$ cat src/rtl/ftoi_arbiter_pkg.sv
// Shared types for the ftoi arbiter: tag pipe entries, result FIFO entries, pipeline depths.
package ftoi_arbiter_pkg;

   localparam int FTOI_LAT = 2;
   localparam int ARB_LAT  = FTOI_LAT + 1;
   localparam int ID_W     = 3;   // wide enough for NREQ up to 8; the top truncates to IDW

   typedef struct packed {
      logic            v;
      logic [ID_W-1:0] id;
   } tag_t;

   typedef struct packed {
      logic [31:0]     data;
      logic [ID_W-1:0] id;
   } res_entry_t;

   function automatic int unsigned inflight_cnt(input tag_t [ARB_LAT-1:0] tags);
      inflight_cnt = 0;
      for (int i = 0; i < ARB_LAT; i++) begin
         if (tags[i].v) inflight_cnt++;
      end
   endfunction

endpackage

$ cat src/rtl/ftoi_arbiter_if.sv
// Requester-side and result-side handshake bundle of the ftoi arbiter.
interface ftoi_arbiter_if #(
   parameter int NREQ = 4,
   parameter int IDW  = $clog2(NREQ)
);
   logic [NREQ-1:0]    req_valid;
   logic [NREQ*32-1:0] req_data;
   logic [NREQ-1:0]    req_ready;
   logic               res_valid;
   logic               res_ready;
   logic [31:0]        res_data;
   logic [IDW-1:0]     res_id;
   logic               busy;

   modport master (
      output req_valid, req_data, res_ready,
      input  req_ready, res_valid, res_data, res_id, busy
   );

   modport slave (
      input  req_valid, req_data, res_ready,
      output req_ready, res_valid, res_data, res_id, busy
   );
endinterface

$ cat src/rtl/ftoi.sv
// Two-stage float32 -> int32 converter: stage 1 aligns 2*|x|, stage 2 rounds half away and applies sign.
module ftoi (
   input  logic        clk,
   input  logic [31:0] x,
   output logic [31:0] y
);
   logic [7:0]  exp_w;
   logic [32:0] v2_w;
   logic [32:0] mag_w;
   logic [32:0] y1_v2_q;
   logic        y1_neg_q;
   logic        y1_zero_q;

   assign exp_w = x[30:23];
   // v2 = floor(2*|x|); its LSB is the half bit used for rounding
   assign v2_w  = 33'(({32'b0, 1'b1, x[22:0]} << (exp_w - 8'd126)) >> 23);
   assign mag_w = (y1_v2_q + 33'd1) >> 1;

   always_ff @(posedge clk) begin
      y1_v2_q   <= v2_w;
      y1_neg_q  <= x[31];
      y1_zero_q <= (exp_w < 8'd126) || (exp_w > 8'd158);
   end

   always_ff @(posedge clk) begin
      if (y1_zero_q)     y <= 32'h0;
      else if (y1_neg_q) y <= -mag_w[31:0];
      else               y <= mag_w[31:0];
   end
endmodule

$ cat src/rtl/ftoi_arbiter_res_fifo.sv
// In-order synchronous result FIFO with occupancy count; pop on empty is ignored.
module ftoi_arbiter_res_fifo
   import ftoi_arbiter_pkg::*;
#(
   parameter int DEPTH = 8,
   localparam int AW = $clog2(DEPTH),
   localparam int CW = $clog2(DEPTH + 1)
) (
   input  logic          clk,
   input  logic          rstn,
   input  logic          push_i,
   input  res_entry_t    push_dat_i,
   input  logic          pop_i,
   output res_entry_t    head_o,
   output logic          vld_o,
   output logic [CW-1:0] count_o
);
   res_entry_t    mem_q [DEPTH];
   logic [AW-1:0] wr_q, rd_q;
   logic [CW-1:0] cnt_q, cnt_d;
   logic          do_push, do_pop;

   assign do_pop  = pop_i && (cnt_q != '0);
   assign do_push = push_i && ((cnt_q != CW'(DEPTH)) || do_pop);

   always_comb begin
      cnt_d = cnt_q;
      case ({do_push, do_pop})
         2'b10:   cnt_d = cnt_q + 1'b1;
         2'b01:   cnt_d = cnt_q - 1'b1;
         default: cnt_d = cnt_q;
      endcase
   end

   always_ff @(posedge clk or negedge rstn) begin
      if (!rstn) begin
         wr_q  <= '0;
         rd_q  <= '0;
         cnt_q <= '0;
      end else begin
         if (do_push) wr_q <= wr_q + 1'b1;
         if (do_pop)  rd_q <= rd_q + 1'b1;
         cnt_q <= cnt_d;
      end
   end

   always_ff @(posedge clk) begin
      if (do_push) mem_q[wr_q] <= push_dat_i;
   end

   assign head_o  = mem_q[rd_q];
   assign vld_o   = (cnt_q != '0);
   assign count_o = cnt_q;
endmodule

$ cat src/rtl/ftoi_arbiter.sv
// Round-robin shares one 2-stage ftoi among NREQ requesters; tags ride alongside and results
// drain through a FIFO. Issue is credit-gated so the FIFO can never overflow.
module ftoi_arbiter
   import ftoi_arbiter_pkg::*;
#(
   parameter int NREQ  = 4,
   parameter int IDW   = $clog2(NREQ),
   parameter int DEPTH = 8
) (
   input logic           clk,
   input logic           rstn,
   ftoi_arbiter_if.slave bus
);
   localparam int CW = $clog2(DEPTH + 1);

   logic [IDW-1:0]     ptr_q, ptr_d, gnt_id;
   logic               gnt_found, can_issue, accept;
   tag_t [ARB_LAT-1:0] tag_q, tag_d;
   tag_t               tag_in;
   logic [31:0]        x_q, y;
   logic [CW-1:0]      fifo_cnt;
   logic               fifo_vld;
   res_entry_t         push_dat, head;

   always_comb begin : rr_scan
      logic [IDW-1:0] idx;
      gnt_found = 1'b0;
      gnt_id    = '0;
      idx       = '0;
      for (int k = 1; k <= NREQ; k++) begin
         idx = IDW'((int'(ptr_q) + k) % NREQ);
         if (!gnt_found && bus.req_valid[idx]) begin
            gnt_found = 1'b1;
            gnt_id    = idx;
         end
      end
   end

   // A pop in the same cycle is not credited back until the count actually drops
   assign can_issue = (int'(fifo_cnt) + int'(inflight_cnt(tag_q))) < DEPTH;
   assign accept    = gnt_found && can_issue;
   assign bus.req_ready = (accept && rstn) ? (NREQ'(1) << gnt_id) : '0;

   always_comb begin
      ptr_d     = accept ? gnt_id : ptr_q;
      tag_in.v  = accept;
      tag_in.id = ID_W'(gnt_id);
      tag_d     = {tag_q[ARB_LAT-2:0], tag_in};
   end

   always_ff @(posedge clk or negedge rstn) begin
      if (!rstn) begin
         ptr_q <= IDW'(NREQ - 1);
         tag_q <= '0;
      end else begin
         ptr_q <= ptr_d;
         tag_q <= tag_d;
      end
   end

   always_ff @(posedge clk) begin
      if (accept) x_q <= bus.req_data[{gnt_id, 5'b0} +: 32];
   end

   ftoi u_ftoi (
      .clk (clk),
      .x   (x_q),
      .y   (y)
   );

   always_comb begin
      push_dat.data = y;
      push_dat.id   = tag_q[ARB_LAT-1].id;
   end

   ftoi_arbiter_res_fifo #(.DEPTH(DEPTH)) u_fifo (
      .clk        (clk),
      .rstn       (rstn),
      .push_i     (tag_q[ARB_LAT-1].v),
      .push_dat_i (push_dat),
      .pop_i      (bus.res_ready),
      .head_o     (head),
      .vld_o      (fifo_vld),
      .count_o    (fifo_cnt)
   );

   assign bus.res_valid = fifo_vld;
   assign bus.res_data  = head.data;
   assign bus.res_id    = IDW'(head.id);
   assign bus.busy      = (inflight_cnt(tag_q) != 0) || (fifo_cnt != '0);
endmodule
$ cat src/flat_wrapper.sv
// flat-port wrapper written by rule: the top's interface ports become plain ports
module ftoi_arbiter_flat import ftoi_arbiter_pkg::*;
#(
   parameter int NREQ  = 4,
   parameter int IDW   = $clog2(NREQ),
   parameter int DEPTH = 8
)
  (clk, rstn, bus_req_valid, bus_req_data, bus_res_ready, bus_req_ready, bus_res_valid, bus_res_data, bus_res_id, bus_busy);
  ftoi_arbiter_if #(.NREQ(NREQ), .IDW(IDW)) bus_i ();
  input logic clk;
  input logic rstn;
  input wire logic [$bits(bus_i.req_valid)-1:0] bus_req_valid;
  input wire logic [$bits(bus_i.req_data)-1:0] bus_req_data;
  input wire logic [$bits(bus_i.res_ready)-1:0] bus_res_ready;
  output wire logic [$bits(bus_i.req_ready)-1:0] bus_req_ready;
  output wire logic [$bits(bus_i.res_valid)-1:0] bus_res_valid;
  output wire logic [$bits(bus_i.res_data)-1:0] bus_res_data;
  output wire logic [$bits(bus_i.res_id)-1:0] bus_res_id;
  output wire logic [$bits(bus_i.busy)-1:0] bus_busy;
  assign bus_i.req_valid = bus_req_valid;
  assign bus_i.req_data = bus_req_data;
  assign bus_i.res_ready = bus_res_ready;
  assign bus_req_ready = bus_i.req_ready;
  assign bus_res_valid = bus_i.res_valid;
  assign bus_res_data = bus_i.res_data;
  assign bus_res_id = bus_i.res_id;
  assign bus_busy = bus_i.busy;
  ftoi_arbiter #(.NREQ(NREQ), .IDW(IDW), .DEPTH(DEPTH)) u_core (.clk(clk), .rstn(rstn), .bus(bus_i));
endmodule
$ cat config.mk
export PLATFORM = sky130hd
export DESIGN_NAME = ftoi_arbiter_flat
export DESIGN_NICKNAME = d
export VERILOG_FILES = /design/src/rtl/ftoi_arbiter_pkg.sv /design/src/rtl/ftoi_arbiter_if.sv /design/src/rtl/ftoi.sv /design/src/rtl/ftoi_arbiter_res_fifo.sv /design/src/rtl/ftoi_arbiter.sv /design/src/flat_wrapper.sv
export SDC_FILE = /design/constraint.sdc
export NUM_CORES = 1
export LEC_CHECK = 0
export BUFFER_PORTS_ARGS = -buffer_cell sky130_fd_sc_hd__buf_2
export CAP_MARGIN = 20
export CORE_MARGIN = 4
export CORE_UTILIZATION = 40
export DETAILED_ROUTE_END_ITERATION = 16
export SKIP_LAST_GASP = 1
export SLEW_MARGIN = 5
export SYNTH_ARGS = -nofsm -noshare
export SYNTH_HDL_FRONTEND = slang
export SYNTH_SLANG_ARGS = --single-unit
$ cat constraint.sdc
create_clock -name clk -period 12.4 [get_ports clk]
set_clock_uncertainty 0.2 [all_clocks]
set_input_delay 2.48 -clock clk [delete_from_list [all_inputs] [get_ports clk]]
set_output_delay 2.48 -clock clk [all_outputs]
set_load 0.02 [all_outputs]
==> flow_summary.yaml, run 1 <==
critical_path:
  start_kind: "primary input"
  cp_data_arrival_time_ns: 4.44
  crit_type: "in2out"
  r2r-end: "u_core.u_ftoi.y[27]"
  rr_startpoint: "u_core.u_ftoi.y1_v2_q[2]"
  worstPathRequired_ns: 9.72
  reg2reg_slack_ns: 8.23
  critPathCaptureType: "output pin"
  r2r_cells: 8
  path_max_fanout: 68
global_route:
  grt_pass1_vias: 12000
  grt_max_degree: 69
  grt_pass1_wl_um: 65400
  grtUsageTotal: 0.165
  antenna_found_initial: 0
  overflow: 0
timing:
  slew_headroom: 0.311
  setup_violations: 0
  fmax_mhz: 140
  period_needed_ns: 7.12
  fin_setup_tns_ns: 0
  slew_violations: 0
  hold_viol: 0
  rsz0062_at_grt: "false"
  fin_crit_sh: 0.574
  worstMarginPinSlew_ns: 1.03
floorplan:
  initial_core_util: 0.405
  io_pins: 175
  die_area_mm2: 0.0494
  core_mm2: 0.0454
  die_w_um: 222
  die_y_um: 222
  num_rows: 78
layout:
  layout.nets: 1705
  fill_cells: 4055
  utilization: 0.466
  syn2layout_area_growth_pct: 15.2
  drive_gt1_frac: 0.257
  finalNonFillerCells: 2190
  antenna_cells: 0
  final_area_mm2: 0.0212
synthesis:
  syn_area_per_cell_um2: 13.0
  synthesis.area_mm2: 0.0184
  syn_inst: 1409
  async_flop_share: 0.0536
  ys.flop_type: "edfxtp_1"
  yosysSeqAreaShare: 0.599
  synth_cell_types: 76
  ys_ff_latch: 392
  synth_edf_count: 304
  yosys_warnings: 0
  syn_nets: 1556
place:
  place.gp.congestion: 0.892
  hpwl_um: 27400
  placed_cells: 2115
  place_area_mm2: 0.0199
  io_buffers: 174
clock_tree:
  hold_buffers: 0
  clock_path_buffers: 3
  cts_buffers: 41
  cts_tree: "done"
  cts.sinks: 392
  cts_root_buf: "clkbuf_16"
  clock_latency_ns: 0.55
  path_clk_slew_ns: 0.05
  post_cts_resized: 0
  post_cts_buffers: 0
  cts_max_level: 2
drt:
  dr.pass1.iters: 5
  avgViaCountPerCell: 5.48
  ant_nets: 0
  wl_um: 41500
  vias: 12000
  drc: 0
  drt_iter0_drc: 849
  wire_per_inst_um: 18.9
power_and_ir_drop:
  p_sw_frac: 0.392
  power_leakage_nw: 7.39
  p_comb_frac: 0.445
  pwr-share-clk: 0.195
  p_int_mw: 3.61
  p_sw_mw: 2.33
  powerDensity_mw_per_mm2: 281
  ir_drop_uv: 132
  p_seq_frac: 0.360
hold_path:
  min_to: "u_core.u_ftoi.y1_neg_q"
  min_from: "u_core.x_q[31]"
  min_path_cells: 0
  hp-class: "reg2reg"
run_status:
  status: "completed"
job:
  cap_violations: 0
-- registers in the layout (all words and copies together), names as in the netlist --
register,flops
u_core.u_ftoi.y1_neg_q,1
u_core.tag_q,1
u_core.tag_d,6
u_core.u_fifo.wr_q,3
u_core.ptr_q,2
u_core.x_q,32
u_core.u_fifo.count_o,4
u_core.u_fifo.mem_q,272
u_core.u_fifo.rd_q,3
u_core.u_ftoi.y1_v2_q,33
u_core.u_ftoi.y,32
u_core.push_dat,2
u_core.u_ftoi.y1_zero_q,1
-- layout make-up --
cell class | instances | area [µm²] | area share
inverter | 24 | 90.1 | 0.00426
sequential | 392 | 11000 | 0.520
tap | 600 | 751 | 0.0355
clock buffer | 58 | 1110 | 0.0524
clock inverter | 17 | 168 | 0.00792
timing repair buffer | 198 | 1050 | 0.0496
multi-input combinational | 901 | 7000 | 0.331
-- stage by stage --
step                      worst slack, ns  power, mW  hold WS [ns]
after floorplan                     0.694       4.09         0.123
after global placement               5.32       4.79         0.132
after detailed placement             5.27       4.83         0.129
after CTS                            5.27       6.01         0.142
after global routing                 5.11       6.34         0.155
final                                5.28       5.94         0.140
-- critical path: stages --
cell and delay (ns):
buf_2 0.12, nor2b_1 0.17, nor2_1 0.07, a21o_1 0.17, buf_4 0.28, inv_2 0.80, nor2_1 0.11, buf_2 0.20
-- power by group through the flow --
| stage | clock network, mW | logic, mW | registers, mW |
|---|---|---|---|
| 3_3_place_gp | 0 | 2.64 | 2.15 |
| 6_report | 1.16 | 2.64 | 2.14 |
| 3_5_place_dp | 0 | 2.66 | 2.17 |
| 4_1_cts | 1.19 | 2.67 | 2.14 |
| 5_1_grt | 1.25 | 2.90 | 2.19 |
| 2_1_floorplan | 0 | 2.06 | 2.03 |
-- placed cells by master, fill, tap and decap left out, types with 21 or more instances in the layout --
cell / netlist / routed
edfxtp_1: 304 / 304
buf_2: 9 / 174
nand2_1: 146 / 146
nor2_1: 110 / 104
mux4_2: 70 / 70
dfxtp_1: 67 / 67
mux2_2: 56 / 56
xnor2_1: 43 / 43
a211oi_1: 42 / 42
clkbuf_16: 0 / 41
o21ai_0: 37 / 37
a31oi_1: 36 / 36
a21oi_1: 35 / 34
and2_1: 31 / 31
nor3_1: 32 / 30
mux2i_1: 30 / 30
nand3_1: 25 / 25
buf_4: 1 / 24
xor2_1: 21 / 21
-- metal layers --
metal / track usage / up-vias / share of wire
li1: - / 5694 / -
met1: 0.217 / 5940 / 0.44
met2: 0.285 / 310 / 0.50
met3: 0.0240 / 56 / 0.044
met4: 0.0490 / 0 / 0.020
met5: 0 / - / 0
-- cells in the mapped netlist, drive strengths merged, types with 4 or more instances --
master / instances / share of area
mux2: 56 / 0.034
inv: 22 / 0.0045
xor2: 21 / 0.010
nor4: 12 / 0.0044
and2: 35 / 0.012
nand2: 146 / 0.030
nand2b: 11 / 0.0037
dfrtp: 19 / 0.026
nor3: 32 / 0.0087
nand4: 15 / 0.0067
a211oi: 42 / 0.017
buf: 24 / 0.0057
xnor2: 43 / 0.020
o221ai: 6 / 0.0029
edfxtp: 304 / 0.50
mux4: 70 / 0.086
o31ai: 9 / 0.0037
clkbuf: 68 / 0.014
nor2b: 5 / 0.0017
o21ai: 38 / 0.010
a221o: 5 / 0.0027
nor2: 110 / 0.022
or4: 7 / 0.0033
o22ai: 14 / 0.0048
or3: 7 / 0.0024
a21oi: 35 / 0.0095
ha: 11 / 0.0075
dfxtp: 67 / 0.073
a31oi: 36 / 0.012
nand3: 25 / 0.0068
a21o: 4 / 0.0016
mux2i: 30 / 0.016
and3: 12 / 0.0041
o211ai: 7 / 0.0029
a22oi: 5 / 0.0020
-- kinds of logic (layout without fill, tap and decap cells) --
| group | after synthesis | after routing | share of synthesized area |
|---|---|---|---|
| and+or+nand+nor | 433 | 433 | 0.113 |
| adders and majority gates | 12 | 12 | 0.00858 |
| muxes | 156 | 156 | 0.136 |
| xor gates and xnor gates | 64 | 64 | 0.0305 |
| AOI/OAI and AO/OA | 236 | 236 | 0.0881 |
| DFF | 392 | 392 | 0.599 |
| buffers and inverters | 116 | 297 | 0.0245 |
-- worst max path at each step --
stage | start | endpoint | depth (start not counted)
after floorplan | bus_req_valid[0] | bus_req_ready[1] | 5
after global placement | bus_req_valid[3] | bus_req_ready[0] | 8
after detailed placement | bus_req_valid[3] | bus_req_ready[1] | 8
after CTS | bus_req_valid[3] | bus_req_ready[1] | 8
after global routing | bus_req_valid[3] | bus_req_ready[0] | 8
final | bus_req_valid[3] | bus_req_ready[1] | 8
Note: power is estimated with default switching activity, not from simulation.
==> inputs of run 2 (changes only) <==
==> constraint.sdc (replaced) <==
create_clock -name clk -period 7.29 [get_ports clk]
set_clock_uncertainty 0.2 [all_clocks]
set_input_delay 1.458 -clock clk [delete_from_list [all_inputs] [get_ports clk]]
set_output_delay 1.458 -clock clk [all_outputs]
set_load 0.02 [all_outputs]
==> run 2 against run 1 <==
Compared with the run above: register-to-register slack got worse by 5.1 ns; final cell count decreased by 0.14%; via count increased by 0.37%; power increased by 71%; wire length increased by 2.0%; first-iteration DRC count decreased by 3.7%; sequential share of layout area about the same; clock power increased by 68%; utilization about the same; sequential power increased by 71%; critical path depth unchanged; largest power group unchanged.
==> flow_summary.yaml, run 2 (synthesized netlist as in run 1, its figures left out) <==
run_status:
  status: "completed"
critical_path:
  path_max_fanout: 68
  critPathCaptureType: "output pin"
  start_kind: "primary input"
  crit_type: "in2out"
  cp_top_family: "buffers and inverters"
  critPathSlowestCell: "inv_2"
  max_stage_delay_ns: 0.81
  crit_buf_inv: 4
  worstPathRequired_ns: 5.63
  path_cells: "buf_2 > nor2b_1 > nor2_1 > a21o_1 > buf_4 > inv_2 > nor2_1 > buf_2"
  cp_data_arrival_time_ns: 3.38
floorplan:
  io_pins: 175
  core_mm2: 0.0454
  num_rows: 78
  initial_core_util: 0.405
  die_area_mm2: 0.0494
  die_w_um: 222
  die_y_um: 222
global_route:
  grt_pass1_wl_um: 67400
  antenna_found_initial: 0
  grt_max_degree: 69
  grtUsageTotal: 0.169
  grt_pass1_vias: 12100
  overflow: 0
layout:
  reg.largest.list: "u_core.u_fifo.mem_q (272), u_core.u_ftoi.y1_v2_q (33)"
  regMostFlops: "u_core.u_fifo.mem_q"
  antenna_cells: 0
  layout_common_cells: "edfxtp_1, buf_2, nand2_1"
  fill_cells: 4026
  layout_commonest_cell: "edfxtp_1"
  layout.nets: 1703
  final_area_mm2: 0.0212
  largest_reg_flops: 272
  drive_gt1_frac: 0.256
  syn2layout_area_growth_pct: 15.2
place:
  place_area_mm2: 0.0199
  place.gp.congestion: 0.915
  io_buffers: 174
  hpwl_um: 27500
timing:
  rsz0062_at_grt: "false"
  slew_headroom: 0.300
  hold_viol: 0
  setup_violations: 0
  period_needed_ns: 5.04
  slew_violations: 0
  fin_setup_tns_ns: 0
  worstMarginPinSlew_ns: 1.05
  fmax_mhz: 198
  fin_crit_sh: 0.692
drt:
  wl_um: 42300
  wire_per_inst_um: 19.3
  avgViaCountPerCell: 5.51
  ant_nets: 0
  drc: 0
  dr.pass1.iters: 5
  vias: 12000
  drt_iter0_drc: 818
power_and_ir_drop:
  pwr-share-clk: 0.192
  p_sw_frac: 0.396
  ir_drop_uv: 248
  p_seq_frac: 0.362
  p_sw_mw: 4.02
  power_leakage_nw: 7.39
  powerDensity_mw_per_mm2: 480
  p_int_mw: 6.14
  p_comb_frac: 0.446
  power_mw: 10.2
job:
  cap_violations: 0
clock_tree:
  cts_buffers: 40
  cts_root_buf: "clkbuf_16"
  post_cts_buffers: 0
  cts_max_level: 2
  clock_path_buffers: 3
  cts_tree: "done"
  hold_buffers: 0
  cts.sinks: 392
  post_cts_resized: 0
  path_clk_slew_ns: 0.06
  clock_latency_ns: 0.56
hold_path:
  hp-class: "reg2reg"
## run 2: worst paths after layout
check	start	end	slack (ns)	cells after the start
setup / recovery	bus_req_valid[3]	bus_req_ready[0]	2.25	8
hold / removal	u_core.tag_d[8]	u_core.push_dat[0]	0.14	0
setup reg to reg	u_core.u_ftoi.y1_v2_q[1]	u_core.u_ftoi.y[27]	3.16	9
hold reg to reg	u_core.tag_d[8]	u_core.push_dat[0]	0.14	0
max in group asynchronous	rstn	u_core.u_fifo.rd_q[0]	5.85	1
min in group asynchronous	rstn	u_core.push_dat[0]	0.67	1
## run 2: power by group through the flow
stage,Combinational [mW],Clock [mW],Sequential [mW]
finish,4.53,1.95,3.67
global route,4.96,2.10,3.76
CTS,4.55,2.00,3.68
detailed placement,4.53,0,3.73
global placement,4.50,0,3.69
floorplan,3.51,0,3.43
## run 2: area by class of cell
type / count / area, µm² / share of cell area
Clock buffer: 47 / 1070 / 0.0505
Clock inverter: 26 / 205 / 0.00969
Inverter: 24 / 90.1 / 0.00426
Multi-Input combinational cell: 901 / 7010 / 0.331
Sequential cell: 392 / 11000 / 0.520
Tap cell: 600 / 751 / 0.0355
Timing Repair Buffer: 197 / 1040 / 0.0493
## run 2: stage by stage
step	hold slack [ns]	setup slack (ns)	cells	utilization
2_1_floorplan	0.123	1.21	1409	-
3_3_place_gp	0.135	2.27	2114	0.438
3_5_place_dp	0.132	2.23	2114	0.438
4_1_cts	0.140	2.23	2187	0.467
5_1_grt	0.165	2.00	2187	0.467
6_report	0.137	2.25	2187	0.467
## run 2: layer usage
layer  track usage  vias up  wire length, µm
li1              -     5677                -
met2         0.289      352            20900
met5             0        -                0
met3        0.0244       73             2090
met1         0.225     5942            18300
met4        0.0520        0             1020
==> inputs of run 3 (changes only) <==
==> constraint.sdc (replaced) <==
create_clock -name clk -period 5.2 [get_ports clk]
set_clock_uncertainty 0.2 [all_clocks]
set_input_delay 1.04 -clock clk [delete_from_list [all_inputs] [get_ports clk]]
set_output_delay 1.04 -clock clk [all_outputs]
set_load 0.02 [all_outputs]
==> run 3 against run 2 <==
Compared with the run above: critical path type is now reg2out; hold slack better by 0.011 ns; setup slack worse by 1.1 ns; flip-flop and latch count unchanged; clock-buffer cell count up 10; first-iteration DRC count up 6.8%; clock power up 52%; final cell count up 0.32%; largest cell class unchanged; design area up 0.99%; wire length down 0.15%.
==> flow_summary.yaml, run 3 (synthesized netlist as in run 1, its figures left out) <==
run_status:
  status: "completed"
drt:
  drc: 0
  ant_nets: 0
  vias: 12000
  drt_iter0_drc: 874
  wire_per_inst_um: 19.3
  avgViaCountPerCell: 5.49
  dr.pass1.iters: 5
  wl_um: 42300
floorplan:
  die_area_mm2: 0.0494
  core_mm2: 0.0454
  initial_core_util: 0.405
  die_y_um: 222
  num_rows: 78
  io_pins: 175
  die_w_um: 222
power_and_ir_drop:
  powerDensity_mw_per_mm2: 679
  power_leakage_nw: 7.51
  ir_drop_uv: 322
timing:
  hold_viol: 0
  hold_slack_ns: 0.148
  fin_setup_tns_ns: 0
  slew_headroom: 0.319
  fmax_mhz: 245
  slew_violations: 0
  fin_crit_sh: 0.785
  period_needed_ns: 4.08
  setup_violations: 0
  worstMarginPinSlew_ns: 1.02
  rsz0062_at_grt: "false"
hold_path:
  min_from: "u_core.x_q[31]"
  min_to: "u_core.u_ftoi.y1_neg_q"
  hp-class: "reg2reg"
  min_path_cells: 0
layout:
  syn2layout_area_growth_pct: 16.4
  layout_commonest_cell: "edfxtp_1"
  reg.largest.list: "u_core.u_fifo.mem_q (272), u_core.u_ftoi.y1_v2_q (33)"
  largest_reg_flops: 272
  layout.nets: 1708
  antenna_cells: 0
  fill_cells: 4014
  drive_gt1_frac: 0.263
  layout_common_cells: "edfxtp_1, buf_2, nand2_1"
  regMostFlops: "u_core.u_fifo.mem_q"
critical_path:
  cp_top_family: "multiplexers"
  r2r-end: "u_core.u_ftoi.y[27]"
  cp_data_arrival_time_ns: 2.84
  path_max_fanout: 38
  critPathSlowestCell: "dfrtp_4"
  crit_buf_inv: 2
  path_cells: "buf_12 > mux4_2 > mux2_2 > buf_2"
  max_stage_delay_ns: 0.86
  reg2reg_slack_ns: 1.41
  critPathCaptureType: "output pin"
  start_kind: "flip-flop"
  rr_startpoint: "u_core.u_ftoi.y1_v2_q[0]"
  r2r_cells: 9
  worstPathRequired_ns: 3.96
  crit_type: "reg2out"
global_route:
  antenna_found_initial: 0
  grt_max_degree: 67
  grt_pass1_vias: 12200
  overflow: 0
  grtUsageTotal: 0.169
  grt_pass1_wl_um: 67400
clock_tree:
  post_cts_buffers: 0
  hold_buffers: 0
  clock_latency_ns: 0.56
  cts_max_level: 2
  cts_buffers: 41
  clock_path_buffers: 3
  cts_root_buf: "clkbuf_16"
  path_clk_slew_ns: 0.06
  cts_tree: "done"
  post_cts_resized: 0
  cts.sinks: 392
place:
  hpwl_um: 28400
  io_buffers: 174
  place.gp.congestion: 0.900
job:
  cap_violations: 0
==> run 3: cell count changes in the layout (fill, tap and decap cells not counted), moves of 2 or more <==
cell and delta:
clkbuf_1 +2, buf_12 +2, clkbuf_8 +2, clkinv_1 -7
clkbuf_16 +6
==> run 3: where the power goes <==
| group | switching, mW | total [mW] | internal, mW |
|---|---|---|---|
| clock network | 1.18 | 2.97 | 1.79 |
| registers | 0.765 | 5.21 | 4.45 |
| logic | 3.71 | 6.33 | 2.63 |
==> run 3: how the worst max path moves through the flow <==
| stage | from | end | slack, ns | cells after the start |
|---|---|---|---|---|
| finish | u_core.u_fifo.rd_q[0] | bus_res_data[1] | 1.12 | 4 |
| global route | u_core.u_fifo.rd_q[0] | bus_res_data[7] | 0.90 | 4 |
| CTS | u_core.u_fifo.rd_q[0] | bus_res_data[7] | 1.00 | 4 |
| detailed placement | u_core.u_ftoi.y1_v2_q[0] | u_core.u_ftoi.y[27] | 1.43 | 9 |
| global placement | bus_req_valid[1] | bus_req_ready[3] | 1.48 | 7 |
| floorplan | bus_res_ready | u_core.u_fifo.mem_q[0][0] | 0.62 | 4 |
==> run 3: final cells by class <==
type	count	area, µm²	area share
Clock buffer	57	1250	0.0586
Clock inverter	19	155	0.00726
Tap cell	600	751	0.0351
Inverter	24	90.1	0.00421
Timing Repair Buffer	201	1120	0.0523
Multi-Input combinational cell	901	7010	0.328
Sequential cell	392	11000	0.515
==> run 3: routing by layer <==
layer,up-vias,routed length (µm),track usage
met5,-,0,0
li1,5700,-,-
met4,0,1120,0.0466
met2,339,20600,0.287
met3,74,2100,0.0289
met1,5925,18500,0.227
==> run 3: worst register-to-register path, delay by kind of cell, from the launching register on <==
family,cells,cell delay (ns)
adders and majority gates,1,0.39
AOI/OAI and AO/OA,3,0.93
muxes,1,0.32
DFF,1,0.38
and+or+nand+nor,4,1.47
==> run 3: stage by stage <==
| stage | worst slack, ns | power [mW] | util | area, µm² | std cells |
|---|---|---|---|---|---|
| floorplan | 0.619 | 9.74 | - | 18400 | 1409 |
| global placement | 1.48 | 11.5 | 0.439 | 19900 | 2117 |
| detailed placement | 1.43 | 11.6 | 0.439 | 19900 | 2117 |
| CTS | 1.00 | 14.6 | 0.471 | 21400 | 2193 |
| global route | 0.897 | 15.5 | 0.471 | 21400 | 2194 |
| finish | 1.12 | 14.5 | 0.471 | 21400 | 2194 |
